$ cat src/rtl/op_frame_rx.sv
// op_frame_rx: symbol-serial operation receiver that hunts SYNC_SYM, assembles A/B/C/OP into a valid/ready register.
// Define OP_FRAME_RX_CHECKSUM_EN to require a trailing XOR checksum symbol after the payload.
module op_frame_rx #(
    parameter int               SYM_W    = 4,
    parameter int               A_W      = 4,
    parameter int               B_W      = 4,
    parameter int               C_W      = 8,
    parameter int               OP_W     = 4,
    parameter logic [SYM_W-1:0] SYNC_SYM = 'hA,
    parameter int               TIMEOUT  = 16
) (
    input  logic             clk,
    input  logic             reset,
    input  logic             rd_data_valid_i,
    input  logic [SYM_W-1:0] rd_data_i,
    output logic [A_W-1:0]   op_a_o,
    output logic [B_W-1:0]   op_b_o,
    output logic [C_W-1:0]   op_c_o,
    output logic [OP_W-1:0]  op_op_o,
    output logic             op_valid_o,
    input  logic             op_ready_i,
    output logic             busy_o,
    output logic             frame_err_o,
    output logic [1:0]       err_code_o
);
    // state | meaning
    // IDLE  | hunting for SYNC_SYM, other symbols discarded
    // RECV  | shifting payload symbols into shreg
    // CHK   | waiting for the checksum symbol (checksum build only)

    localparam int PAY_W = A_W + B_W + C_W + OP_W;
    localparam int N_SYM = PAY_W / SYM_W;
    localparam int CNT_W = $clog2(N_SYM + 1);
    localparam int TO_W  = (TIMEOUT > 0) ? $clog2(TIMEOUT + 1) : 1;
    localparam logic [CNT_W-1:0] LAST_SYM = CNT_W'(N_SYM - 1);
    localparam logic [TO_W-1:0]  TO_MAX   = TO_W'(TIMEOUT);

`ifdef OP_FRAME_RX_CHECKSUM_EN
    typedef enum logic [1:0] {IDLE, RECV, CHK} state_t;
`else
    typedef enum logic [1:0] {IDLE, RECV} state_t;
`endif

    state_t           state;
    logic [CNT_W-1:0] sym_cnt;
    logic [TO_W-1:0]  to_cnt;
    logic [PAY_W-1:0] shreg;
    logic [PAY_W-1:0] next_word;
    logic [PAY_W-1:0] commit_word;
    logic             timed_out;
    logic             frame_end;
    logic             csum_bad;
`ifdef OP_FRAME_RX_CHECKSUM_EN
    logic [SYM_W-1:0] csum;
`endif

    assign busy_o    = (state != IDLE);
    assign next_word = {shreg[PAY_W-SYM_W-1:0], rd_data_i};
    assign timed_out = (TIMEOUT != 0) && (state != IDLE) && (to_cnt == TO_MAX);

    // frame_end marks the cycle the last symbol of a frame is accepted
`ifdef OP_FRAME_RX_CHECKSUM_EN
    assign frame_end   = (state == CHK) && rd_data_valid_i && !timed_out;
    assign csum_bad    = (rd_data_i != csum);
    assign commit_word = shreg;
`else
    assign frame_end   = (state == RECV) && rd_data_valid_i && !timed_out && (sym_cnt == LAST_SYM);
    assign csum_bad    = 1'b0;
    assign commit_word = next_word;
`endif

    always_ff @(posedge clk) begin
        if (reset) begin
            state       <= IDLE;
            sym_cnt     <= '0;
            to_cnt      <= '0;
            shreg       <= '0;
            op_a_o      <= '0;
            op_b_o      <= '0;
            op_c_o      <= '0;
            op_op_o     <= '0;
            op_valid_o  <= 1'b0;
            frame_err_o <= 1'b0;
            err_code_o  <= 2'b00;
`ifdef OP_FRAME_RX_CHECKSUM_EN
            csum        <= '0;
`endif
        end else begin
            frame_err_o <= 1'b0;
            if (op_valid_o && op_ready_i)
                op_valid_o <= 1'b0;

            case (state)
                IDLE: begin
                    if (rd_data_valid_i && rd_data_i == SYNC_SYM) begin
                        state   <= RECV;
                        sym_cnt <= '0;
                        to_cnt  <= '0;
`ifdef OP_FRAME_RX_CHECKSUM_EN
                        csum    <= '0;
`endif
                    end
                end
                RECV: begin
                    if (timed_out) begin
                        state       <= IDLE;
                        frame_err_o <= 1'b1;
                        err_code_o  <= 2'b01;
                    end else if (rd_data_valid_i) begin
                        to_cnt  <= '0;
                        shreg   <= next_word;
                        sym_cnt <= sym_cnt + CNT_W'(1);
`ifdef OP_FRAME_RX_CHECKSUM_EN
                        csum    <= csum ^ rd_data_i;
                        if (sym_cnt == LAST_SYM)
                            state <= CHK;
`else
                        if (sym_cnt == LAST_SYM)
                            state <= IDLE;
`endif
                    end else if (TIMEOUT != 0) begin
                        to_cnt <= to_cnt + TO_W'(1);
                    end
                end
`ifdef OP_FRAME_RX_CHECKSUM_EN
                CHK: begin
                    if (timed_out) begin
                        state       <= IDLE;
                        frame_err_o <= 1'b1;
                        err_code_o  <= 2'b01;
                    end else if (rd_data_valid_i) begin
                        state <= IDLE;
                    end else if (TIMEOUT != 0) begin
                        to_cnt <= to_cnt + TO_W'(1);
                    end
                end
`endif
                default: state <= IDLE;
            endcase

            // a frame lands only if the output register is free or draining this cycle
            if (frame_end) begin
                if (csum_bad) begin
                    frame_err_o <= 1'b1;
                    err_code_o  <= 2'b11;
                end else if (!op_valid_o || op_ready_i) begin
                    op_a_o     <= commit_word[PAY_W-1 -: A_W];
                    op_b_o     <= commit_word[PAY_W-A_W-1 -: B_W];
                    op_c_o     <= commit_word[C_W+OP_W-1 -: C_W];
                    op_op_o    <= commit_word[OP_W-1:0];
                    op_valid_o <= 1'b1;
                end else begin
                    frame_err_o <= 1'b1;
                    err_code_o  <= 2'b10;
                end
            end
        end
    end
endmodule
$ cat config.mk
export PLATFORM = sky130hd
export DESIGN_NAME = op_frame_rx
export DESIGN_NICKNAME = d
export VERILOG_FILES = /design/src/rtl/op_frame_rx.sv
export SDC_FILE = /design/constraint.sdc
export NUM_CORES = 1
export LEC_CHECK = 0
export CORE_MARGIN = 2
export CORE_UTILIZATION = 30
export DETAILED_ROUTE_END_ITERATION = 10
export SLEW_MARGIN = 20
export SYNTH_ARGS = -nofsm -noshare
export SYNTH_HDL_FRONTEND = slang
export SYNTH_SLANG_ARGS = --single-unit
$ cat constraint.sdc
create_clock -name clk -period 1.54 [get_ports clk]
set_input_delay 0.154 -clock clk [delete_from_list [all_inputs] [get_ports clk]]
set_output_delay 0.154 -clock clk [all_outputs]
set_load 0.05 [all_outputs]
# Word-level counts from Yosys, hierarchy flattened
# Cells that the tools add are included.
[classes]
bitwise = 1
n_reduce_logical = 17
n_addsub = 2
n_mux = 24
n_eq_ne = 9
[op_table]
columns = ["operator", "count"]
rows = [
  ["$mux 2", 8],
  ["$mux 5", 3],
  ["$pmux 5 s2", 1],
  ["$mux 3", 3],
  ["$reduce_and 3->1", 3],
  ["$mux 1", 7],
  ["$logic_and 1x1->1", 6],
  ["$ne 2x2->1 const B", 3],
  ["$pmux 3 s2", 1],
  ["$add 5x1->5 const B", 1],
  ["$eq 5x5->1 const B", 1],
  ["$eq 4x4->1 const B", 1],
  ["$pmux 2 s2", 1],
  ["$reduce_and 4->1", 1],
  ["$reduce_bool 2->1", 2],
  ["$add 3x1->3 const B", 1],
  ["$eq 3x3->1 const B", 1],
  ["$ne 3x2->1 const B", 1],
  ["$ne 3x3->1 const B", 1],
  ["$eq 2x1->1 const B", 1],
  ["$logic_not 1->1", 2],
  ["$logic_not 2->1", 1],
  ["$reduce_and 2->1", 1],
  ["$logic_or 1x1->1", 1],
  ["$not 1->1", 1],
]
[totals]
out_inout_bits = 25
reg_bits = 50
inputBits = 8
wordCells = 64

# Depth between registers and ports, before layout
# Gate-level depths: netlist (run 1).
[depth]
word_depth = 6
ltp_mapped = 7
mapped_depth_nobuf = 5

# Least setup slack after synthesis (run 1)
# No wires, ideal clock.
[synth_timing]
kind = "reg-to-reg"
startpoint = "reg state[0]"
endpoint = "reg to_cnt[4]"
path_buffers = 1
period_less_slack_ns = 1.709
setup_ns = 0.074
arrival_time_ns = 1.635
slack_ns = -0.169
required_ns = 1.466
path_stages_with_launch = 5
path_cell_list = "dfxtp_1 buf_2 inv_1 or4_1 a31oi_1"
[synth_via]
elab_chain_cells = 4
elab_cells_between_ends = 9
cone_classes = "eq/ne: 3; mux: 1; reduce/logical: 5"
[synth_lines]
columns = ["item", "line", "source"]
rows = [
  ["start, declared", "44", "state_t state;"],
  ["start signal, assigned", "74", "state <= IDLE;"],
  ["start signal, assigned", "96", "state <= RECV;"],
  ["start signal, assigned", "106", "state <= IDLE;"],
  ["$reduce_bool 2->1", "59", "assign timed_out = (TIMEOUT != 0) && (state != IDLE) && (to_cnt == TO_MAX);"],
  ["$logic_and 1x1->1", "59", ""],
  ["$ne 2x2->1 (no line)", "--", ""],
  ["$reduce_and 3->1 (no line)", "--", ""],
  ["end signal, assigned", "122", "to_cnt <= to_cnt + TO_W'(1);"],
  ["end, declared", "46", "logic [TO_W-1:0] to_cnt;"],
]
# Several ways; a longest one is shown, not always the timed one.
# A chain may end at the register's enable or synchronous reset.

# Worst setup path in the final report (run 1)
[layout_timing]
startpoint = "reg to_cnt[0]"
endpoint = "reg sym_cnt[1]"
[layout_via]
elab_chain_cells = 4
[layout_lines]
columns = ["item", "line", "source"]
rows = [
  ["$eq 5x5->1", "59", ""],
  ["$logic_and 1x1->1", "59", ""],
  ["$ne 2x2->1 (no line)", "--", ""],
  ["$reduce_and 4->1 (no line)", "--", ""],
  ["end signal, assigned", "112", "sym_cnt <= sym_cnt + CNT_W'(1);"],
  ["end, declared", "45", "logic [CNT_W-1:0] sym_cnt;"],
]
# Every way passes these cells.

==> results of run 1 <==
[worst max-delay path: stages, from the launching register on]
cell and delay, ns:
dfxtp_2 0.33, inv_2 0.07, ha_4 0.13, nor4bb_4 0.37
buf_6 0.20, nor2_1 0.07, o41ai_1 0.25
[worst max path at each step]
stage,slack [ns],to
CTS,0.01,to_cnt[4]
global placement,-0.10,sym_cnt[1]
global route,-0.08,shreg[5]
finish,0.03,sym_cnt[1]
detailed placement,-0.09,op_b_o[1]
floorplan,0.005,op_a_o[0]
[cells in the final DEF (no fill, tap or decap), drive strengths merged, types with 2 or more instances in the layout]
master,instances
buf,57
dfxtp,49
nand2b,42
a21oi,26
nand3,24
o21ai,23
mux2i,20
clkbuf,6
clkdlybuf4s50,6
inv,5
nand2,4
ha,4
nand4b,3
or3,2
a31oi,2
nor4b,2
or4,2
[kinds of logic (layout without fill, tap and decap cells)]
kind of cell / after synthesis / after routing / synth area share
compound gates: 54 / 54 / 0.1283
mux: 20 / 20 / 0.09086
buf+inv: 26 / 76 / 0.05508
flops: 49 / 49 / 0.4452
fa+ha+maj: 4 / 4 / 0.02272
simple gates: 90 / 90 / 0.2578
[through the flow]
step	setup slack, ns	hold WS, ns	util	power (mW)	setup TNS [ns]
after global routing	-0.07675	0.2242	0.4194	2.434	-1.214
after detailed placement	-0.08566	0.4628	0.3847	1.407	-1.866
after global placement	-0.1013	0.4586	0.3847	1.407	-1.535
after CTS	0.01321	0.1982	0.4063	2.375	0
after floorplan	0.005024	0.2940	-	1.355	0
final	0.03445	0.1971	0.4194	2.347	0
[sequential cells by signal, indices dropped and copies added (netlist names)]
name and flops:
op_op_o 4, sym_cnt 3, op_b_o 4, op_a_o 4
shreg 16, frame_err_o 1, to_cnt 5, state 1
op_valid_o 1, err_code_o 2, op_c_o 8
[synth_stat cells (2+ instances only)]
cell	instances
buf_2	3
nand2b_1	42
nand2_1	4
dfxtp_1	49
inv_1	5
nand4b_1	3
a21oi_1	26
ha_1	4
clkbuf_1	14
o21ai_0	23
nand3_1	24
buf_6	2
a31oi_1	2
or3_1	2
mux2i_1	20
[layout make-up]
cell class | count | share of cell area
tap | 99 | 0.04116
clock inverter | 2 | 0.01247
timing repair buffer | 63 | 0.1842
multi-input combinational | 168 | 0.4004
sequential | 49 | 0.3281
inverter | 5 | 0.006237
clock buffer | 6 | 0.02744
[where the power goes]
| part | switching (mW) | internal, mW |
|---|---|---|
| sequential | 0.00283 | 1.27 |
| clock | 0.439 | 0.528 |
| combinational | 0.0535 | 0.0564 |
| total | 0.496 | 1.85 |
[per-layer routing]
| layer | track usage | vias up | share of wire |
|---|---|---|---|
| li1 | - | 945 | - |
| met3 | 0.02598 | 6 | 0.035 |
| met4 | 0.04231 | 0 | 0.013 |
| met1 | 0.1614 | 858 | 0.50 |
| met2 | 0.1900 | 31 | 0.46 |
| met5 | 0 | - | 0 |
[timing repair]
| action | 4_1_cts | 5_1_grt |
|---|---|---|
| hold buffers | 0 | 0 |
| pin swaps | 5 | 28 |
| setup buffers | 2 | 0 |
| endpoints found under the setup margin | 22 | 44 |
| cloned | 0 | 1 |
| endpoints found under the hold margin | 0 | 0 |
| gates resized for setup | 6 | 37 |
==> results.py, run 1 <==
metrics = {
    "yosys": {
        "avgSynthCellArea_um2": 9.067,
        "synth.area.top_cells": "dfxtp_1 45%, nand2b_1 12%, mux2i_1 9.1%",
        "postSynth.asyncResetShare": 0,
        "synthesis.nets": 255,
        "yosys_warnings": 0,
        "syn_area_um2": 2203,
        "synth_ff_type": "dfxtp_1",
        "synth_edf_count": 0,
        "synth_top_area_frac": 0.4452,
        "synth_area_leader_cell": "dfxtp_1",
        "yosysSeqAreaShare": 0.4452,
        "synth_cells": 243,
        "synth_cell_type_count": 35,
        "ys_seq_elements": 49,
    },
    "die": {
        "dieArea_um2": 8046,
        "die_height_um": 89.70,
        "io_pins": 33,
        "num_rows": 31,
        "core-area_um2": 7176,
        "die_w_um": 89.70,
        "initial_core_util": 0.3071,
    },
    "placed_design": {
        "io_buffers": 32,
        "dpl_cell_area_um2": 2760,
        "hpwl_mm": 3.341,
        "finalWeightedCongestion": 0.7789,
        "place_inst": 381,
    },
    "clocking": {
        "cts_root_buf": "clkbuf_8",
        "htree_levels": 2,
        "clockBufferDepth": 2,
        "cts_tree": "done",
        "cts_made_buffers": 5,
        "clk_pin_slew_worst_paths_ns": 0.09,
        "numClockSinks": 49,
        "worstSkewPairLatency_ns": 0.30,
    },
    "timing": {
        "post-route-period-util": 0.9776,
        "fin_crit_ns": 1.506,
        "slew_violations": 0,
        "max_slew_margin": 0.7144,
        "hold_viol": 0,
        "worstMarginPinSlew_ns": 0.4278,
        "max_freq_mhz": 664.2,
        "rsz0062_at_grt": "true",
        "skew_ns": 0.004291,
        "setup_viol": 0,
    },
    "worst_setup_path": {
        "r2r_cells": 6,
        "rrSetupSlack_ns": 0.03,
        "cp-start-kind": "flop",
        "crit_arrival_ns": 1.71,
        "worstSetupPathType": "reg2reg",
        "r2r-start": "to_cnt[0]",
        "critPathCaptureType": "flop",
        "crit_start": "to_cnt[0]",
        "cp_data_required_time_ns": 1.74,
        "worstPathMaxFanout": 6,
        "r2r-end": "sym_cnt[1]",
    },
    "layout": {
        "fin_cells": 392,
        "area_growth_pct": 36.57,
        "fin_area_um2": 3009,
        "diodes": 0,
        "drive_gt1_frac": 0.3174,
        "fill_cells": 705,
        "multi_input_area_um2": 1205,
        "regArea_um2": 987.2,
        "nets": 304,
    },
    "route": {
        "drcViolationCount": 0,
        "drt_iter0_markers": 96,
        "avgRoutedWirePerCell_um": 12.77,
        "drt_wl_total_mm": 5.005,
        "routed_via_density": 4.694,
        "antenna_left": 0,
        "num_vias": 1840,
        "drtPass1Iterations": 4,
    },
    "flow_run": {
        "maxCapViolCount": 0,
    },
    "grt": {
        "antenna_found_initial": 0,
        "grt_pass1_vias": 1718,
        "grt_overflow": 0,
        "track_usage": 0.1197,
        "grt_max_degree": 33,
        "grt_pass1_wl_mm": 8.024,
    },
    "power": {
        "max-vdd-ir-drop_mv": 0.3247,
        "leakage_nw": 1.036,
        "powerDensity_nw_per_um2": 779.9,
    },
    "hold_path": {
        "whs_endpoint": "shreg[4]",
        "hp-start": "reset",
        "hold_path_class": "in2reg",
        "hold_depth": 2,
    },
    "outcome": {
        "status": "complete, no violations",
    },
}
No activity file was read; power rests on OpenSTA's default activity.
==> run 2, diff against run 1 <==
--- a/config.mk
+++ b/config.mk
@@ -5,6 +5,7 @@
 export SDC_FILE = /design/constraint.sdc
 export NUM_CORES = 1
 export LEC_CHECK = 0
+export CORE_ASPECT_RATIO = 0.75
 export CORE_MARGIN = 2
 export CORE_UTILIZATION = 30
 export DETAILED_ROUTE_END_ITERATION = 10
==> run 2 against run 1 <==
The run now ends with setup timing left. Sequential cell count did not move. Sequential power hardly changed. Fmax shrank 9.9%. Cell count is 0.51% higher. Sequential share of layout area is essentially flat. Clock-buffer cell count is 1 lower. Non-clock buffer count unchanged. Register-to-register slack got worse by 0.17 ns. Core utilization fell by 0.38 points. Critical endpoint is now op_c_o[2].
==> results.py, run 2 (synthesis results as in run 1) <==
metrics = {
    "timing": {
        "worstMarginPinSlew_ns": 0.4170,
        "fin_crit_ns": 1.671,
        "slew_violations": 0,
        "worst_slack_ns": -0.1312,
        "post-route-period-util": 1.085,
        "hold-worst-slack_ns": 0.4785,
        "rsz0062_at_grt": "true",
        "max_freq_mhz": 598.4,
        "max_slew_margin": 0.7216,
        "hold_viol": 0,
        "skew_ns": 0.01253,
        "setup_viol": 20,
    },
    "grt": {
        "antenna_found_initial": 0,
        "grt_overflow": 0,
        "grt_pass1_wl_mm": 8.445,
        "grt_pass1_vias": 1763,
        "grt_max_degree": 67,
        "track_usage": 0.1310,
    },
    "layout": {
        "drive_gt1_frac": 0.2935,
        "regMostFlops": "shreg",
        "fill_cells": 738,
        "fin_cells": 394,
        "largest_reg_flops": 16,
        "multi_input_area_um2": 1180,
        "nets": 304,
        "area_growth_pct": 36.34,
        "top_regs": "shreg x16, op_c_o x8, to_cnt x5",
        "diodes": 0,
        "layout_commonest_cell": "buf_4",
        "most-common-layout-cells": "46 x buf_4, 45 x dfxtp_1, 42 x nand2b_1, 24 x nand3_1, 23 x a21oi_1",
        "fin_area_um2": 3004,
        "regArea_um2": 985.9,
    },
    "hold_path": {
        "hold_path_class": "reg2reg",
        "hp-start": "op_b_o[3]",
        "hold_depth": 2,
    },
    "outcome": {
        "status": "finished with violations",
        "violations": "setup timing",
    },
    "power": {
        "switching_share": 0.2481,
        "p_int_mw": 1.657,
        "pwr-share-comb": 0.050,
        "max-vdd-ir-drop_mv": 0.3563,
        "power_frac_seq": 0.576,
        "leakage_nw": 1.042,
        "switchingPower_mw": 0.5468,
        "powerDensity_nw_per_um2": 733.7,
        "clkPwrFrac": 0.374,
    },
    "worst_setup_path": {
        "worstPathCellList": "inv_2 -> ha_4 -> nor4bb_4 -> buf_12 -> nor4b_4 -> buf_6 -> clkbuf_16 -> mux2i_1",
        "r2r-start": "to_cnt[0]",
        "worstPathMaxFanout": 5,
        "worstSetupPathType": "reg2reg",
        "r2r-end": "op_c_o[2]",
        "rrSetupSlack_ns": -0.13,
        "critical_path.endpoint": "op_c_o[2]",
        "crit_start": "to_cnt[0]",
        "cp-start-kind": "flop",
        "slowest_delay_ns": 0.35,
        "critPathCaptureType": "flop",
        "cp_data_required_time_ns": 1.78,
        "crit_arrival_ns": 1.91,
        "crit_cells": 8,
        "cp.buffers_inverters": 4,
        "crit_family": "buffers and inverters",
        "cpMaxStageDelayCell": "dfxtp_2",
        "r2r_cells": 8,
    },
    "route": {
        "drcViolationCount": 0,
        "routed_via_density": 4.759,
        "num_vias": 1875,
        "drtPass1Iterations": 4,
        "drt_wl_total_mm": 5.367,
        "antenna_left": 0,
        "drt_iter0_markers": 117,
        "avgRoutedWirePerCell_um": 13.62,
    },
    "placed_design": {
        "io_buffers": 32,
        "dpl_cell_area_um2": 2745,
        "hpwl_mm": 3.303,
        "finalWeightedCongestion": 0.8401,
        "post-place-ws_ns": -0.1881,
        "place_inst": 380,
    },
    "clocking": {
        "clockBufferDepth": 2,
        "cts_tree": "done",
        "numClockSinks": 49,
        "htree_levels": 2,
        "cts_root_buf": "clkbuf_8",
        "cts_made_buffers": 5,
        "worstSkewPairLatency_ns": 0.32,
        "clk_pin_slew_worst_paths_ns": 0.10,
        "cts-hold-fix-buffers": 0,
    },
    "die": {
        "die_w_um": 103.0,
        "dieArea_um2": 8054,
        "core-area_um2": 7229,
        "initial_core_util": 0.3048,
        "die_height_um": 78.22,
        "io_pins": 33,
        "num_rows": 27,
    },
    "flow_run": {
        "maxCapViolCount": 0,
    },
}
==> run 2: cell types whose count changed in the layout (fill, tap and decap cells not counted), sizes merged <==
| cell | previous run | this run |
|---|---|---|
| clkdlybuf4s50 | 6 | 7 |
| inv | 5 | 7 |
| bufinv | 1 | 0 |
| buf | 57 | 54 |
| clkbuf | 6 | 7 |
==> run 2: worst reg2reg max path, cell delays in order, from the launching register on <==
cell	delay (ns)
dfxtp_2	0.35
inv_2	0.05
ha_4	0.15
nor4bb_4	0.17
buf_12	0.14
nor4b_4	0.22
buf_6	0.18
clkbuf_16	0.16
mux2i_1	0.18
==> run 2: cell type report <==
type                       count  area share
clock buffer                   5     0.02291
clock inverter                 3    0.008330
inverter                       5    0.006247
multi-input combinational    168      0.3928
sequential                    49      0.3282
tap                          101     0.04207
timing repair buffer          63      0.1995
==> run 2: what timing repair did <==
| item | in CTS | in global routing |
|---|---|---|
| setup endpoints to repair | 40 | 42 |
| cloned | 0 | 3 |
| buffers inserted | 2 | 1 |
| gates resized for setup | 6 | 13 |
| pin swaps | 3 | 4 |
==> run 2: how the worst min path moves through the flow <==
stage                       to
finish               op_b_o[3]
global placement    op_op_o[1]
detailed placement   op_a_o[2]
global route        op_op_o[0]
CTS                  op_b_o[3]
floorplan             state[0]
==> run 2: power by group through the flow <==
stage               Combinational [mW]  Sequential (mW)  Clock (mW)
finish                           0.110             1.27       0.824
global route                     0.119             1.27       0.891
CTS                              0.109             1.27       0.851
detailed placement               0.108             1.30           0
global placement                 0.108             1.30           0
floorplan                       0.0541             1.30           0
==> run 2: through the flow <==
step	setup TNS [ns]	power (mW)	utilization
floorplan	0	1.355	-
finish	-2.030	2.204	0.4155
global route	-5.127	2.281	0.4155
CTS	-1.719	2.231	0.3998
detailed placement	-2.420	1.408	0.3797
global placement	-0.8834	1.408	0.3797
==> run 2: routing by layer <==
layer  share of wire  routed length (um)  track usage  vias to the layer above
met5               0                   0            0                        -
met4           0.016                  87      0.05000                        0
met3           0.055                 293      0.04007                       10
met2            0.42                2242       0.1805                       35
met1            0.51                2743       0.1892                      882
li1                -                   -            -                      948
==> run 3, diff against run 2 <==
--- a/config.mk
+++ b/config.mk
@@ -6,7 +6,7 @@
 export NUM_CORES = 1
 export LEC_CHECK = 0
 export CORE_ASPECT_RATIO = 0.75
-export CORE_MARGIN = 2
+export CORE_MARGIN = 3
 export CORE_UTILIZATION = 30
 export DETAILED_ROUTE_END_ITERATION = 10
 export SLEW_MARGIN = 20
==> run 3 against run 2 <==
The flow still finishes with violations (setup timing). Critical endpoint is now op_c_o[3]. Cell count fell by 2.0%. Setup slack improved by 0.083 ns. Register-to-register slack improved by 0.08 ns. Clock power fell by 2%. Fmax rose by 5.2%. Non-clock buffer count fell by 5. Critical path type unchanged. Via count fell by 1.7%. Power fell by 0.63%. Core utilization rose by 0.053 points. Clock-buffer cell count did not move.
==> results.py, run 3 (synthesis results as in run 1) <==
metrics = {
    "layout": {
        "diodes": 0,
        "nets": 299,
        "most-common-layout-cells": "45 x dfxtp_1, 44 x buf_4, 42 x nand2b_1, 24 x a21oi_1, 24 x nand3_1",
        "area_growth_pct": 31.46,
        "layout_commonest_cell": "dfxtp_1",
        "largest_reg_flops": 16,
        "fin_area_um2": 2897,
        "top_regs": "shreg x16, op_c_o x8, to_cnt x5",
        "final_util": 0.4161,
        "regArea_um2": 985.9,
        "fin_cells": 386,
        "multi_input_area_um2": 1147,
        "regMostFlops": "shreg",
        "fill_cells": 701,
        "drive_gt1_frac": 0.2674,
    },
    "clocking": {
        "cts_made_buffers": 5,
        "clockBufferDepth": 2,
        "cts_root_buf": "clkbuf_8",
        "clk_pin_slew_worst_paths_ns": 0.10,
        "numClockSinks": 49,
        "htree_levels": 2,
        "worstSkewPairLatency_ns": 0.31,
        "cts_tree": "done",
    },
    "power": {
        "leakage_nw": 0.9977,
        "max-vdd-ir-drop_mv": 0.3342,
        "totalPowerFinal_mw": 2.190,
        "powerDensity_nw_per_um2": 756.2,
    },
    "grt": {
        "grt_pass1_vias": 1717,
        "track_usage": 0.1250,
        "grt_overflow": 0,
        "grt_max_degree": 63,
        "antenna_found_initial": 0,
        "grt_pass1_wl_mm": 8.604,
    },
    "timing": {
        "worstMarginPinSlew_ns": 0.4568,
        "fin_crit_ns": 1.588,
        "worst_slack_ns": -0.04800,
        "skew_ns": 0.006434,
        "post-route-period-util": 1.031,
        "setup_viol": 20,
        "hold_viol": 0,
        "rsz0062_at_grt": "true",
        "max_slew_margin": 0.6950,
        "hold-worst-slack_ns": 0.4789,
        "max_freq_mhz": 629.7,
        "slew_violations": 0,
    },
    "worst_setup_path": {
        "critPathCaptureType": "flop",
        "worstPathMaxFanout": 10,
        "slowest_delay_ns": 0.39,
        "cp-start-kind": "flop",
        "cp_data_required_time_ns": 1.74,
        "cpMaxStageDelayCell": "nor4bb_4",
        "worstPathCellList": "inv_2 -> ha_4 -> nor4bb_4 -> nor4b_4 -> buf_4 -> clkbuf_16 -> mux2i_1",
        "crit_arrival_ns": 1.79,
        "worstSetupPathType": "reg2reg",
        "crit_family": "simple AND/OR/NAND/NOR gates",
        "cp.buffers_inverters": 3,
    },
    "route": {
        "drt_iter0_markers": 161,
        "drcViolationCount": 0,
        "num_vias": 1844,
        "drt_wl_total_mm": 5.363,
        "avgRoutedWirePerCell_um": 13.89,
        "drtPass1Iterations": 4,
        "antenna_left": 0,
        "routed_via_density": 4.777,
    },
    "outcome": {
        "violations": "setup timing",
        "status": "finished with violations",
    },
    "die": {
        "initial_core_util": 0.3165,
        "num_rows": 26,
        "die_height_um": 80.22,
        "die_w_um": 105.0,
        "dieArea_um2": 8420,
        "io_pins": 33,
        "core-area_um2": 6962,
    },
    "flow_run": {
        "maxCapViolCount": 0,
    },
    "placed_design": {
        "place_inst": 374,
        "finalWeightedCongestion": 0.8257,
        "io_buffers": 32,
        "hpwl_mm": 3.342,
        "dpl_cell_area_um2": 2719,
    },
    "hold_path": {
        "hold_path_class": "reg2reg",
    },
}
## run 3: what timing repair did
item / in CTS / in global routing
hold endpoints to repair: 0 / 0
setup endpoints to repair: 37 / 44
gates resized for setup: 4 / 21
pin swaps: 2 / 20
setup buffers: 0 / 3
gates cloned: 0 / 1
hold buffers: 0 / 0
## run 3: final timing paths
kind	start	end	slack (ns)	cells past startpoint
setup reg to reg	to_cnt[1]	op_c_o[3]	-0.05	7
hold reg to reg	op_op_o[2]	op_op_o[2]	0.48	2
setup / recovery	to_cnt[1]	op_c_o[3]	-0.05	7
hold / removal	op_op_o[2]	op_op_o[2]	0.48	2
## run 3: final cells by class
class	instances	area share
flip-flops and latches	49	0.3404
multi-input cells	168	0.3961
clock buffers	5	0.02376
well taps	98	0.04233
inverters	5	0.006479
repair buffers	58	0.1823
clock inverters	3	0.008639
## run 3: where the power goes
| group | internal (mW) | switching, mW | total [mW] |
|---|---|---|---|
| sequential | 1.27 | 0.00209 | 1.27 |
| combinational | 0.0583 | 0.0541 | 0.112 |
| clock | 0.329 | 0.479 | 0.808 |
| total | 1.66 | 0.535 | 2.19 |
## run 3: worst reg2reg max path: stages, from the launching register on
cell,delay [ns]
dfxtp_2,0.34
inv_2,0.07
ha_4,0.13
nor4bb_4,0.39
nor4b_4,0.08
buf_4,0.17
clkbuf_16,0.18
mux2i_1,0.12
## run 3: metrics by stage
step / setup WS, ns / setup TNS [ns]
2_1_floorplan: 0.005024 / 0
3_3_place_gp: -0.04846 / -0.8932
3_5_place_dp: -0.1154 / -1.961
4_1_cts: 0.001177 / 0
5_1_grt: -0.1163 / -2.411
6_report: -0.04800 / -0.6458
## run 3: layer usage
metal	part of all wire	vias up	GRT usage
met4	0.012	0	0.04194
met3	0.075	5	0.03775
li1	-	930	-
met1	0.50	856	0.1748
met2	0.42	53	0.1818
met5	0	-	0
